**config.mk**
```make
export PLATFORM = sky130hd
export DESIGN_NAME = algo_1r1w_a421_errlog
export DESIGN_NICKNAME = d
export VERILOG_FILES = /design/src/rtl/algo_1r1w_a421_pkg.sv /design/src/rtl/algo_1r1w_a421_errlog_fifo.sv /design/src/rtl/algo_1r1w_a421_errlog.sv
export SDC_FILE = /design/constraint.sdc
export NUM_CORES = 1
export LEC_CHECK = 0
export CAP_MARGIN = 20
export CORE_UTILIZATION = 45
export DETAILED_ROUTE_END_ITERATION = 12
export DONT_BUFFER_PORTS = 1
export PLACE_DENSITY = 0.66
export SETUP_SLACK_MARGIN = 0.5
export SYNTH_ARGS = -nofsm -noshare
export SYNTH_HDL_FRONTEND = slang
export SYNTH_SLANG_ARGS = --single-unit
export TNS_END_PERCENT = 30
```
**constraint.sdc**
```tcl
create_clock -name clk -period 6.4 [get_ports clk]
set_input_delay 1.28 -clock clk [delete_from_list [all_inputs] [get_ports clk]]
set_output_delay 1.28 -clock clk [all_outputs]
set_load 0.03 [all_outputs]
```
**src/rtl/algo_1r1w_a421_pkg.sv**
```systemverilog
// Shared definitions for the read-error logger.
// Holds the default parameter widths and the log-entry type encoding used by
// algo_1r1w_a421_errlog and its FIFO.
package algo_1r1w_a421_pkg;

  // Physical address = bank(3) + row(11) + word(1) + 1.
  localparam int BITPADR_DEF = 16;
  localparam int LOGDPTH_DEF = 8;
  localparam int BITLOGD_DEF = 3;
  localparam int CNTWDTH_DEF = 16;

  typedef enum logic {
    LOG_SERR = 1'b0,
    LOG_DERR = 1'b1
  } log_type_e;

endpackage

```
**src/rtl/algo_1r1w_a421_errlog_fifo.sv**
```systemverilog
// Flop-based FIFO holding logged error entries.
// Ports:
//   clk, rst      - clock, async active-high reset (pointers only)
//   push, wdata   - write request; accepted if not full, or if full and popping
//   pop           - remove head; ignored while empty
//   rdata         - head entry, read combinationally from storage
//   full, empty   - occupancy flags
// Pointers carry one extra bit so full and empty are distinguishable.
module algo_errlog_fifo #(
  parameter int DEPTH = 8,
  parameter int AW    = 3,
  parameter int W     = 17
) (
  input  logic         clk,
  input  logic         rst,
  input  logic         push,
  input  logic         pop,
  input  logic [W-1:0] wdata,
  output logic [W-1:0] rdata,
  output logic         full,
  output logic         empty
);

  logic [W-1:0] mem [DEPTH];
  logic [AW:0]  wr_ptr;
  logic [AW:0]  rd_ptr;
  logic         wr_en;
  logic         rd_en;

  assign empty = (wr_ptr == rd_ptr);
  assign full  = (wr_ptr[AW] != rd_ptr[AW]) &&
                 (wr_ptr[AW-1:0] == rd_ptr[AW-1:0]);

  assign rd_en = pop && !empty;
  // A full FIFO frees its head slot this cycle when popped, so the push fits.
  assign wr_en = push && (!full || rd_en);

  always_ff @(posedge clk or posedge rst) begin
    if (rst) begin
      wr_ptr <= '0;
      rd_ptr <= '0;
    end else begin
      if (wr_en) wr_ptr <= wr_ptr + 1'b1;
      if (rd_en) rd_ptr <= rd_ptr + 1'b1;
    end
  end

  // Storage needs no reset: the head is qualified by !empty at the top level.
  always_ff @(posedge clk) begin
    if (wr_en) mem[wr_ptr[AW-1:0]] <= wdata;
  end

  assign rdata = mem[rd_ptr[AW-1:0]];

endmodule

```
**src/rtl/algo_1r1w_a421_errlog.sv**
```systemverilog
// Read-error logger: classifies ECC read returns, queues their addresses for
// a scrub engine and keeps saturating per-type error counters.
// Ports:
//   clk, rst                 - clock, async active-high reset
//   ready                    - memory ready; read returns ignored while low
//   rd_vld/rd_serr/rd_derr   - read return valid and its error flags
//   rd_padr                  - physical address of the read return
//   log_vld/log_padr/log_derr- head log entry (address, 1 = double-bit)
//   log_pop                  - consumer removes the head entry
//   cnt_clr                  - synchronous clear of counters and overflow
//   serr_cnt/derr_cnt        - saturating error counters
//   log_ovfl                 - sticky: an event was dropped on a full log
// Handshake: the head entry transfers on a cycle where log_vld && log_pop;
// log_pop with log_vld low has no effect.
module algo_1r1w_a421_errlog
  import algo_1r1w_a421_pkg::*;
#(
  parameter int BITPADR = BITPADR_DEF,
  parameter int LOGDPTH = LOGDPTH_DEF,
  parameter int BITLOGD = BITLOGD_DEF,
  parameter int CNTWDTH = CNTWDTH_DEF
) (
  input  logic               clk,
  input  logic               rst,
  input  logic               ready,
  input  logic               rd_vld,
  input  logic               rd_serr,
  input  logic               rd_derr,
  input  logic [BITPADR-1:0] rd_padr,
  output logic               log_vld,
  output logic [BITPADR-1:0] log_padr,
  output logic               log_derr,
  input  logic               log_pop,
  input  logic               cnt_clr,
  output logic [CNTWDTH-1:0] serr_cnt,
  output logic [CNTWDTH-1:0] derr_cnt,
  output logic               log_ovfl
);

  localparam logic [CNTWDTH-1:0] CNT_MAX = '1;

  logic          evt;
  log_type_e     evt_type;
  logic          evt_serr;
  logic          evt_derr;
  logic          drop;
  logic          fifo_full;
  logic          fifo_empty;
  logic [BITPADR:0] head;

  assign evt      = ready && rd_vld && (rd_serr || rd_derr);
  // A return flagged with both errors is uncorrectable; it counts as double only.
  assign evt_type = rd_derr ? LOG_DERR : LOG_SERR;
  assign evt_serr = evt && (evt_type == LOG_SERR);
  assign evt_derr = evt && (evt_type == LOG_DERR);
  assign drop     = evt && fifo_full && !(log_pop && log_vld);

  algo_errlog_fifo #(
    .DEPTH (LOGDPTH),
    .AW    (BITLOGD),
    .W     (BITPADR + 1)
  ) u_fifo (
    .clk   (clk),
    .rst   (rst),
    .push  (evt),
    .pop   (log_pop),
    .wdata ({rd_padr, evt_type}),
    .rdata (head),
    .full  (fifo_full),
    .empty (fifo_empty)
  );

  // Head fields are forced to zero while empty so reset clears them at once.
  assign log_vld  = !fifo_empty;
  assign log_padr = log_vld ? head[BITPADR:1] : '0;
  assign log_derr = log_vld && (head[0] == LOG_DERR);

  always_ff @(posedge clk or posedge rst) begin
    if (rst) begin
      serr_cnt <= '0;
      derr_cnt <= '0;
      log_ovfl <= 1'b0;
    end else if (cnt_clr) begin
      // Clear wins over history but not over this cycle's event.
      serr_cnt <= evt_serr ? CNTWDTH'(1) : '0;
      derr_cnt <= evt_derr ? CNTWDTH'(1) : '0;
      log_ovfl <= drop;
    end else begin
      if (evt_serr && serr_cnt != CNT_MAX) serr_cnt <= serr_cnt + 1'b1;
      if (evt_derr && derr_cnt != CNT_MAX) derr_cnt <= derr_cnt + 1'b1;
      if (drop) log_ovfl <= 1'b1;
    end
  end

endmodule
```
==> run metrics, run 1 <==
Yosys Warn Count 0; setup_tns 0 ns; fin crit period 3.79 ns; DP HPWL ~9000 um; switching share of power between 30% and 40%; io pins 75; Mapped Area 7530 um^2; vias in the first global route ~4,200; Yosys top cell area share a little over half; clock-pin slew on the worst setup and hold paths about 0.060 ns; layout cells sized above 1 roughly 18%; Pre-antenna DRT Iters 5; gr usage total 18.5%; Final Hold Slack approximately 0.49 ns; Final Max Tran Viols 0; Final Cell Area 8370 um^2; reg-to-reg startpoint u_fifo.wr_ptr[1]; Placed Cells approximately 700; CP peak stage delay ~0.8 ns; postcts setup bufs 0; Highest Clock Rate 0.264 GHz; Leak 2.82 nW; ys async rst share 23.2%; hold_sp u_fifo.rd_ptr[3]; Critical Path Fanout Max 13; reg2reg path depth 5; initial antenna violation count 0; GRT overflow 0; CTS sink cnt between 150 and 200; Power Dens Cells 398 nW/um^2; mean area per synthesized cell about 16 um^2; Layout Nets between 500 and 600; GP Congestion around 0.77; final hold viol count 0; die area 17,300 um^2; nature of the critical path startpoint register; Period Utilization, post-route 59.2%; HP Class register to register; Netlist cell types 47; Post-Syn Instances 476; Comb pwr share 29.2%; RSZ-0062 raised after global routing false; clock share of power approximately 30%; IO Port Bufs 0; via count approximately 4,300; Inserted Clock Buffers 17; die height 131 um; Area contributors post-synth edfxtp_1 (54%), dfrtp_1 (14%), mux4_2 (10%), mux2i_1 (2.3%), nor2_1 (1.5%); Relative slew margins between 20 and 30%; Max IR drop VDD ~0.00025 V; routed length per placed instance ~21 um; EDFF count, synth 136; DRT antenna net count 0; Initial Util around 47%; first-pass GRT wire length 23,800 um; P_sw roughly 1.1 mW; Tightest Pin Transition 1.07 ns; drt drc 0; drt total wl around 15,000 um; R2R setup slack roughly 3.7 ns; Power Internal 2.21 mW; status complete, no violations; final antenna diode count 0; initial drt markers around 280; Sequential Power Share 41.3%; number of max-cap violations 0; CTS tree built; syn nets just over 500; worst hold path endpoint u_fifo.rd_ptr[3]; row count 46; Core Area roughly 16,000 um^2; drt via density roughly 6; clk_skew 0.00833 ns; Longest Clk Path Bufs 2; hold_buf cts 0; Seq/Total Area, Yosys 67.8%; largest net degree at the start of global routing 42; final setup vio count 0; Area Overhead vs Synth 11.1%; Primary FF master, synth edfxtp_1; CTS H-tree depth 4; worst-path cell chain xor2_1, nor4_2, buf_4, nor2_1; critical path class register to output port; reg2reg end u_fifo.mem[4][9]; post-place instance area a little under 8000 um^2; hold depth 1; Worst-Skew Late Latency ~0.42 ns; Root Buffer clkbuf_16; Critical Path RT ~5.1 ns; fin cells about 710; CP endpoint kind output port; synthesis-stage register bit count 177; Yosys top cell by area edfxtp_1; arrival time at the worst endpoint roughly 2.5 ns; Max stage delay cell, worst path nor4_2; post-CTS sizing 0; die width between 100 and 150 um
-- cells in the final DEF, fill, tap and decap left out, drive strengths merged, types with 2 or more instances in the layout --
cell type  netlist  final
edfxtp         136    136
nand2b           4      4
nand3           16     16
mux2             4      4
xor2             7      7
mux4            34     34
and3             4      4
buf             14     14
or3              9      9
mux2i           17     17
clkinv           0      2
and4             4      4
or2              2      2
ha               4      4
nor3             7      7
o31ai           11     11
or4             12     12
nand2           11     11
o211ai           9      9
a21oi           21     21
o211a            2      2
o311ai           5      5
nand4           11     11
clkinvlp         0      2
xnor2            3      3
inv              8     15
o21ai           14     14
o41ai            4      4
dfrtp           41     41
nor2            31     31
nor4             7      7
nor2b            4      4
clkbuf          11     20
-- synth_stat cells, types with 7 or more instances --
| master | n |
|---|---|
| a21oi_1 | 21 |
| buf_2 | 11 |
| clkbuf_1 | 10 |
| dfrtp_1 | 41 |
| edfxtp_1 | 136 |
| inv_1 | 8 |
| mux2i_1 | 17 |
| mux4_2 | 34 |
| nand2_1 | 11 |
| nand3_1 | 16 |
| nand4_1 | 10 |
| nor2_1 | 31 |
| nor3_1 | 7 |
| o211ai_1 | 9 |
| o21ai_0 | 11 |
| o31ai_1 | 11 |
| or3_1 | 9 |
| or4_1 | 12 |
| xor2_1 | 7 |
-- worst max path at each step --
stage                     start                to  slack (ns)  depth (start not counted)
6_report       u_fifo.wr_ptr[1]       log_padr[5]        2.61                          4
5_1_grt        u_fifo.wr_ptr[1]      log_padr[10]        2.43                          4
4_1_cts        u_fifo.wr_ptr[1]       log_padr[5]        2.59                          4
3_5_place_dp   u_fifo.wr_ptr[1]       log_padr[5]        3.05                          4
3_3_place_gp   u_fifo.rd_ptr[0]       log_padr[6]        3.15                          4
2_1_floorplan           rd_serr  u_fifo.mem[0][0]        3.18                          4
-- critical path, delay by kind of cell (launching register included) --
| family | cells | cell delay (ns) |
|---|---|---|
| flip-flops | 1 | 0.49 |
| buffers and inverters | 1 | 0.36 |
| AND/OR/NAND/NOR | 2 | 1.00 |
| XOR/XNOR | 1 | 0.23 |
-- power groups by stage --
| stage | registers, mW | clock network (mW) | logic (mW) |
|---|---|---|---|
| final | 1.38 | 0.983 | 0.972 |
| after global routing | 1.38 | 1.05 | 1.05 |
| after CTS | 1.38 | 1.01 | 0.992 |
| after detailed placement | 1.40 | 0 | 0.991 |
| after global placement | 1.39 | 0 | 0.974 |
| after floorplan | 1.37 | 0 | 0.840 |
-- state kept, by name, summed over array words and instances, names as in the netlist --
register       count
log_ovfl           1
serr_cnt          16
u_fifo.wr_ptr      4
u_fifo.rd_ptr      4
derr_cnt          16
u_fifo.mem       136
-- routing by layer --
| metal | up-vias | global-route usage, % | wire, um |
|---|---|---|---|
| li1 | 1944 | - | - |
| met1 | 2223 | 24.6 | 6670 |
| met2 | 95 | 29.2 | 7450 |
| met3 | 13 | 4.86 | 719 |
| met4 | 0 | 7.43 | 176 |
| met5 | - | 0 | 0 |
-- stage by stage --
step	power, mW	worst slack (ns)	utilization, %
after floorplan	2.21	3.18	-
after global routing	3.48	2.43	52.0
after detailed placement	2.39	3.05	48.5
after CTS	3.37	2.59	52.0
after global placement	2.37	3.15	48.5
final	3.33	2.61	52.0
-- cells by family after synthesis --
kind of cell | Yosys count | share of synthesized area [%]
AO/OA/AOI/OAI | 70 | 6.06
XOR/XNOR | 10 | 1.16
adder cells (fa/ha/maj) | 4 | 0.664
buffers and inverters | 33 | 1.89
flip-flops | 177 | 67.8
multiplexers | 55 | 13.0
AND/OR/NAND/NOR | 127 | 9.38
-- cell type report --
type / instances / area, um^2
fillers: 1355 / 7740
flip-flops and latches: 177 / 5110
multi-input cells: 266 / 2300
clock buffers: 20 / 437
well taps: 216 / 270
clock inverters: 12 / 121
repair buffers: 14 / 105
inverters: 8 / 30.0
Note: power is estimated with default switching activity, not from simulation.
==> run 2: changes to the inputs <==
Settings changed: ABC_AREA from default to 1.
Clock period 6.4 ns to 3.58 ns, I/O delays scaled along.
==> run 2 against run 1 <==
Clock skew fell by 0.0019 ns; die area grew 5.1%; non-clock buffer count is 20 higher; via count increased by 32%; combinational power is 140% higher; final cell count is 48% higher; global-route usage increased by 2.3 points.
==> run metrics, run 2 <==
Highest Clock Rate 0.339 GHz; Critical Path Fanout Max 34 (was 13); reg2reg end u_fifo.mem[0][14] (was u_fifo.mem[4][9]); die height 135 um (was 131 um); CP endpoint kind output port (unchanged); drt total wl 18,000 um (was 15,000 um); final setup vio count 0 (unchanged); GP Congestion 0.852 (was 0.771); CP peak stage delay 0.52 ns (was 0.81 ns); most frequent cell after synthesis nor2_1 (was edfxtp_1); post-place instance area 8320 um^2 (was 7820 um^2); Worst-Skew Late Latency 0.42 ns (about the same); DRT antenna net count 0 (unchanged); io pins 75 (unchanged); Post-Syn Instances 798 (was 476); initial drt markers 420 (was 279); reg-to-reg startpoint u_fifo.rd_ptr[0] (was u_fifo.wr_ptr[1]); first-pass GRT wire length 29,000 um (was 23,800 um); Routed met1 length 8060 um (was 6670 um); Period Utilization, post-route between 80 and 90%; postcts setup bufs 0 (unchanged); most common cell after layout, fill and taps aside nor2_1 (was edfxtp_1); final core utilization 51.6% (was 52.0%); via count 5,626 (was 4,275); setup_tns 0 ns (unchanged); Area contributors post-synth edfxtp_1 (52%), dfrtp_1 (13%), nor2_1 (8.8%), o21ai_0 (7.4%), nand2_1 (6.9%) (was edfxtp_1 (54%), dfrtp_1 (14%), mux4_2 (10%), mux2i_1 (2.3%), nor2_1 (1.5%)); final hold viol count 0 (unchanged); nature of the critical path startpoint register (unchanged); die width 135 um (was 131 um); Root Buffer clkbuf_16 (unchanged); GRT overflow 0 (unchanged); Inserted Clock Buffers 17 (unchanged); clock-pin slew on the worst setup and hold paths 0.07 ns (was 0.06 ns); Seq/Total Area, Yosys 64.5% (was 67.8%); Final Cell Area 8900 um^2 (was 8370 um^2); Final Hold Slack 0.309 ns (was 0.492 ns); top post-synthesis cells by count nor2_1 (185), nand2_1 (146), edfxtp_1 (136) (was edfxtp_1 (136), dfrtp_1 (41), mux4_2 (34)); DP HPWL 11,300 um (was 9020 um); worst-path cell chain inv_4, buf_4, nor2_1, o21ai_0, o21ai_0, nor2_1, buf_4 (was xor2_1, nor4_2, buf_4, nor2_1); clk_skew 0.00643 ns (was 0.00833 ns); Primary FF master, synth edfxtp_1 (unchanged); Initial Util 46.0% (was 46.8%); drt drc 0 (unchanged); HP Class input port to asynchronous set/reset pin (was register to register); fillers 1,521 (was 1,355); Yosys Warn Count 0 (unchanged); gr usage total 20.9% (was 18.5%); final antenna diode count 0 (unchanged); die area 18,200 um^2 (was 17,300 um^2); Max IR drop VDD 0.000597 V (was 0.000255 V); drt via density 5.35 (was 6.00); CTS H-tree depth 4 (unchanged); layout cells sized above 1 10.9% (was 17.5%); CTS sink cnt 177 (unchanged); CTS tree built (unchanged); number of max-cap violations 0 (unchanged); arrival time at the worst endpoint 2.23 ns (was 2.51 ns); routed length per placed instance 17.1 um (was 21.1 um); met2 WL 8480 um (was 7450 um); largest net degree at the start of global routing 72 (was 42); Pre-antenna DRT Iters 4 (was 5); highest metal used met4 (unchanged); IO Port Bufs 0 (unchanged); RSZ-0062 raised after global routing true (was false); Longest Clk Path Bufs 2 (unchanged); Max stage delay cell, worst path dfrtp_2 (was nor4_2); WL met3 1150 um (was 719 um); initial antenna violation count 0 (unchanged); Power Dens Cells 732 nW/um^2 (was 398 nW/um^2); commonest cells after routing, fill and taps aside nor2_1 (180), nand2_1 (145), edfxtp_1 (136), o21ai_0 (117), dfrtp_1 (39) (was edfxtp_1 (136), dfrtp_1 (40), mux4_2 (34), nor2_1 (31), a21oi_1 (21)); Yosys top cell area share 51.5% (was 54.2%); Netlist cell types 27 (was 47); Area Overhead vs Synth 12.3% (was 11.1%); Leak 3.34 nW (was 2.82 nW); Mapped Area 7930 um^2 (was 7530 um^2); critical path class register to output port (unchanged); row count 48 (was 46); fin crit period a little under 3 ns; vias in the first global route 5,460 (was 4,233); Relative slew margins 26.6% (was 28.3%); Yosys top cell by area edfxtp_1 (unchanged); EDFF count, synth 136 (unchanged); max reg flops 136 (unchanged); syn nets 826 (was 504); Core Area 17,200 um^2 (was 16,100 um^2); Critical Path RT 2.86 ns (was 5.12 ns); status complete, no violations (unchanged); synthesis-stage register bit count 177 (unchanged); Layout Nets 843 (was 512); Tightest Pin Transition 1.10 ns (was 1.07 ns); R2R setup slack 1.06 ns (was 3.68 ns); reg2reg path depth 6 (was 5); ys async rst share 23.2% (unchanged); Final Max Tran Viols 0 (unchanged); mean area per synthesized cell 9.93 um^2 (was 15.8 um^2)
==> run 2: final cells by class <==
type / instances / area (um^2) / share of cell area [%]
repair buffers: 34 / 287 / 3.22
multi-input cells: 556 / 2570 / 28.9
clock inverters: 14 / 109 / 1.22
inverters: 29 / 111 / 1.25
well taps: 225 / 282 / 3.16
flip-flops and latches: 177 / 5110 / 57.4
clock buffers: 17 / 425 / 4.78
==> run 2: how the worst max path moves through the flow <==
stage | slack (ns) | startpoint | to | cells past startpoint
finish | 0.63 | u_fifo.rd_ptr[0] | log_padr[9] | 7
global route | 0.49 | u_fifo.rd_ptr[0] | log_padr[12] | 7
CTS | 0.58 | u_fifo.rd_ptr[0] | log_padr[11] | 8
detailed placement | 0.87 | ready | u_fifo.mem[2][4] | 4
global placement | 0.87 | u_fifo.rd_ptr[0] | log_padr[9] | 7
floorplan | 0.77 | ready | u_fifo.mem[3][0] | 4
==> run 2: layer usage <==
layer | global-route usage [%] | up-vias
li1 | - | 2763
met1 | 28.3 | 2670
met2 | 33.2 | 173
met3 | 4.24 | 20
met4 | 7.62 | 0
met5 | 0 | -
==> run 2: report_power, final <==
part,leakage (nW),internal (mW),switching (mW)
logic,1.30,0.761,1.60
registers,1.78,2.34,0.106
clock network,0.256,0.896,0.804
==> run 2: logic make-up after synthesis <==
group                      after synthesis  share of synthesized area [%]
buffers and inverters                   65                           3.44
AOI/OAI and AO/OA                      128                           8.27
and+or+nand+nor                        409                           21.5
DFF                                    177                           64.5
xor gates and xnor gates                15                           1.66
adders and majority gates                4                          0.631
==> run 2: repair_timing <==
action,4_1_cts,5_1_grt
gates resized for setup,3,3
hold buffers,0,0
endpoints found under the setup margin,10,6
==> run 2: critical path, delay by kind of cell, from the launching register on <==
family | cells | cell delay [ns]
buf+inv | 3 | 0.77
flops | 1 | 0.52
compound gates | 2 | 0.31
simple gates | 2 | 0.21
==> run 2: per-stage QoR <==
step	setup WS, ns	instances	power [mW]
4_1_cts	0.579	1051	6.56
3_5_place_dp	0.871	1020	4.84
5_1_grt	0.487	1052	6.88
2_1_floorplan	0.774	798	4.08
6_report	0.631	1052	6.52
3_3_place_gp	0.871	1020	4.82
==> run 3: changes to the inputs <==
Settings changed: PLACE_DENSITY 0.66 to 0.68.
Clock period 3.58 ns to 2.5 ns, I/O delays scaled along.
==> run 3 against run 2 <==
The run now ends with negative setup slack left; clock power grew 45%; clock-buffer cell count up 1; worst setup slack worse by 0.64 ns; sequential cell count stayed put; combinational power grew 92%; sequential power increased by 42%; worst hold slack got worse by 0.30 ns; via count up 4.6%; power grew 61%; critical path depth increased by 2; largest power group is now combinational cells.
==> run metrics, run 3 (same netlist as run 2, synthesis figures left out) <==
Final WS setup -0.00851 ns (was 0.631 ns); layout cells sized above 1 19.8% (was 10.9%); die area 18,200 um^2 (unchanged); CTS tree built (unchanged); Inserted Clock Buffers 17 (unchanged); Placed Cells 1,047 (was 1,020); arrival time at the worst endpoint 2.01 ns (was 2.23 ns); commonest cells after routing, fill and taps aside nor2_1 (172), nand2_1 (142), edfxtp_1 (136), o21ai_0 (80), buf_4 (49) (was nor2_1 (180), nand2_1 (145), edfxtp_1 (136), o21ai_0 (117), dfrtp_1 (39)); Buf/Inv on CP 3 (unchanged); drt drc 0 (unchanged); HP Class input port to asynchronous set/reset pin (unchanged); CP peak stage delay 0.49 ns (was 0.52 ns); drt total wl 18,600 um (was 18,000 um); Root Buffer clkbuf_16 (unchanged); Pre-antenna DRT Iters 5 (was 4); Tightest Pin Transition 0.795 ns (was 1.10 ns); status complete, but fails checks (was complete, no violations); clock-pin slew on the worst setup and hold paths 0.07 ns (about the same); reg-to-reg startpoint u_fifo.rd_ptr[0] (unchanged); final setup vio count 3 (was 0); critical path class register to output port (unchanged); Area Overhead vs Synth 21.5% (was 12.3%); DRT antenna net count 0 (unchanged); Core Area 17,200 um^2 (unchanged); DP HPWL 11,600 um (was 11,300 um); number of max-cap violations 0 (unchanged); final antenna diode count 0 (unchanged); Final Cell Area 9630 um^2 (was 8900 um^2); pre-CTS setup slack 0.424 ns (was 0.871 ns); post-place instance area 8550 um^2 (was 8320 um^2); Critical Path Fanout Max 12 (was 34); die height 135 um (unchanged); CP endpoint kind output port (unchanged); Max stage delay cell, worst path dfrtp_4 (was dfrtp_2); largest net degree at the start of global routing 49 (was 72); R2R setup slack 0.47 ns (was 1.06 ns); max reg flops 136 (unchanged); first-pass GRT wire length 28,300 um (was 29,000 um); RSZ-0062 raised after global routing true (unchanged); Critical Path RT 2.00 ns (was 2.86 ns); failing checks negative setup slack; initial drt markers 477 (was 420); CTS sink cnt 177 (unchanged); via count 5,884 (was 5,626); row count 48 (unchanged); fin crit period between 2 and 3 ns; fin cells 1,097 (was 1,052); Highest Clock Rate approximately 0.4 GHz; final hold viol count 0 (unchanged); routed length per placed instance 17.0 um (was 17.1 um); initial antenna violation count 0 (unchanged); Leak 3.67 nW (was 3.34 nW); Longest Clk Path Bufs 2 (unchanged); final core utilization 55.9% (was 51.6%); reg2reg path depth 9 (was 6); vias in the first global route 5,593 (was 5,460); Layout Nets 888 (was 843); IO Port Bufs 0 (unchanged); worst-path cell chain buf_8, buf_12, nor2_1, nor2_1, o21ai_0, o21ai_0, nor2_1, nor2_2, buf_4 (was inv_4, buf_4, nor2_1, o21ai_0, o21ai_0, nor2_1, buf_4); Crit path max-delay family flip-flops (was buffers and inverters); drt via density 5.36 (was 5.35); die width 135 um (unchanged); Relative slew margins 46.7% (was 26.6%); Initial Util 46.0% (unchanged); GP Congestion 0.817 (was 0.852); most common cell after layout, fill and taps aside nor2_1 (unchanged); Period Utilization, post-route 100%; gr usage total 20.5% (was 20.9%); GRT overflow 0 (unchanged); Final Max Tran Viols 0 (unchanged); Power Dens Cells 1090 nW/um^2 (was 732 nW/um^2); fillers 1,456 (was 1,521); clk_skew 0.00935 ns (was 0.00643 ns); Crit path top cell by count nor2_1; hold_buf cts 0 (unchanged); nature of the critical path startpoint register (unchanged); reg2reg end u_fifo.mem[1][14] (was u_fifo.mem[0][14]); io pins 75 (unchanged); CTS H-tree depth 4 (unchanged); Worst-Skew Late Latency 0.43 ns (was 0.42 ns); Max IR drop VDD 0.000740 V (was 0.000597 V)
## run 3: cell types whose count changed in the layout (fill, tap and decap cells not counted), moves of 13 or more
cell / before / now
o21ai_0: 117 / 80
o21ai_1: 4 / 32
buf_4: 31 / 49
buf_6: 1 / 15
dfrtp_1: 39 / 25
dfrtp_2: 2 / 15
## run 3: report_power, final
| group | internal [mW] | switching, mW | leakage [nW] |
|---|---|---|---|
| Clock | 1.31 | 1.16 | 0.267 |
| Combinational | 1.77 | 2.77 | 1.64 |
| Sequential | 3.36 | 0.111 | 1.76 |
## run 3: cell type report
cell class	instances	area, um^2	share of cell area [%]
Clock buffer	18	429	4.46
Multi-Input combinational cell	556	2740	28.4
Inverter	29	121	1.26
Tap cell	225	282	2.92
Timing Repair inverter	1	8.76	0.0910
Timing Repair Buffer	78	797	8.28
Clock inverter	13	123	1.27
Sequential cell	177	5130	53.3
## run 3: timing repair
item / in CTS / in global routing
buffers inserted: 2 / 12
cloned: 1 / 4
endpoints found under the setup margin: 18 / 183
gates resized for setup: 14 / 116
pin swaps: 4 / 16
## run 3: worst max path at each step
| stage | startpoint | depth (start not counted) | slack, ns | endpoint |
|---|---|---|---|---|
| final | u_fifo.rd_ptr[0] | 9 | -0.009 | log_padr[15] |
| after global routing | u_fifo.rd_ptr[0] | 9 | -0.12 | log_padr[15] |
| after CTS | u_fifo.rd_ptr[0] | 8 | 0.06 | log_padr[14] |
| after detailed placement | u_fifo.rd_ptr[0] | 7 | 0.42 | log_padr[12] |
| after global placement | u_fifo.rd_ptr[0] | 7 | 0.45 | log_padr[1] |
| after floorplan | u_fifo.rd_ptr[1] | 7 | 0.33 | u_fifo.mem[1][0] |
## run 3: metal layers
| metal | routed length [um] | global-route usage (%) |
|---|---|---|
| met5 | 0 | 0 |
| met4 | 325 | 7.87 |
| met3 | 1270 | 5.41 |
| met2 | 9250 | 33.7 |
| met1 | 7770 | 25.9 |
## run 3: per-stage QoR
stage               total power [mW]  hold WS (ns)  setup TNS (ns)
floorplan                       5.85         0.503               0
finish                          10.5        0.0114         -0.0122
detailed placement              7.06         0.481               0
global placement                7.01         0.490               0
global route                    11.0        0.0457           -1.14
CTS                             9.67        0.0214               0
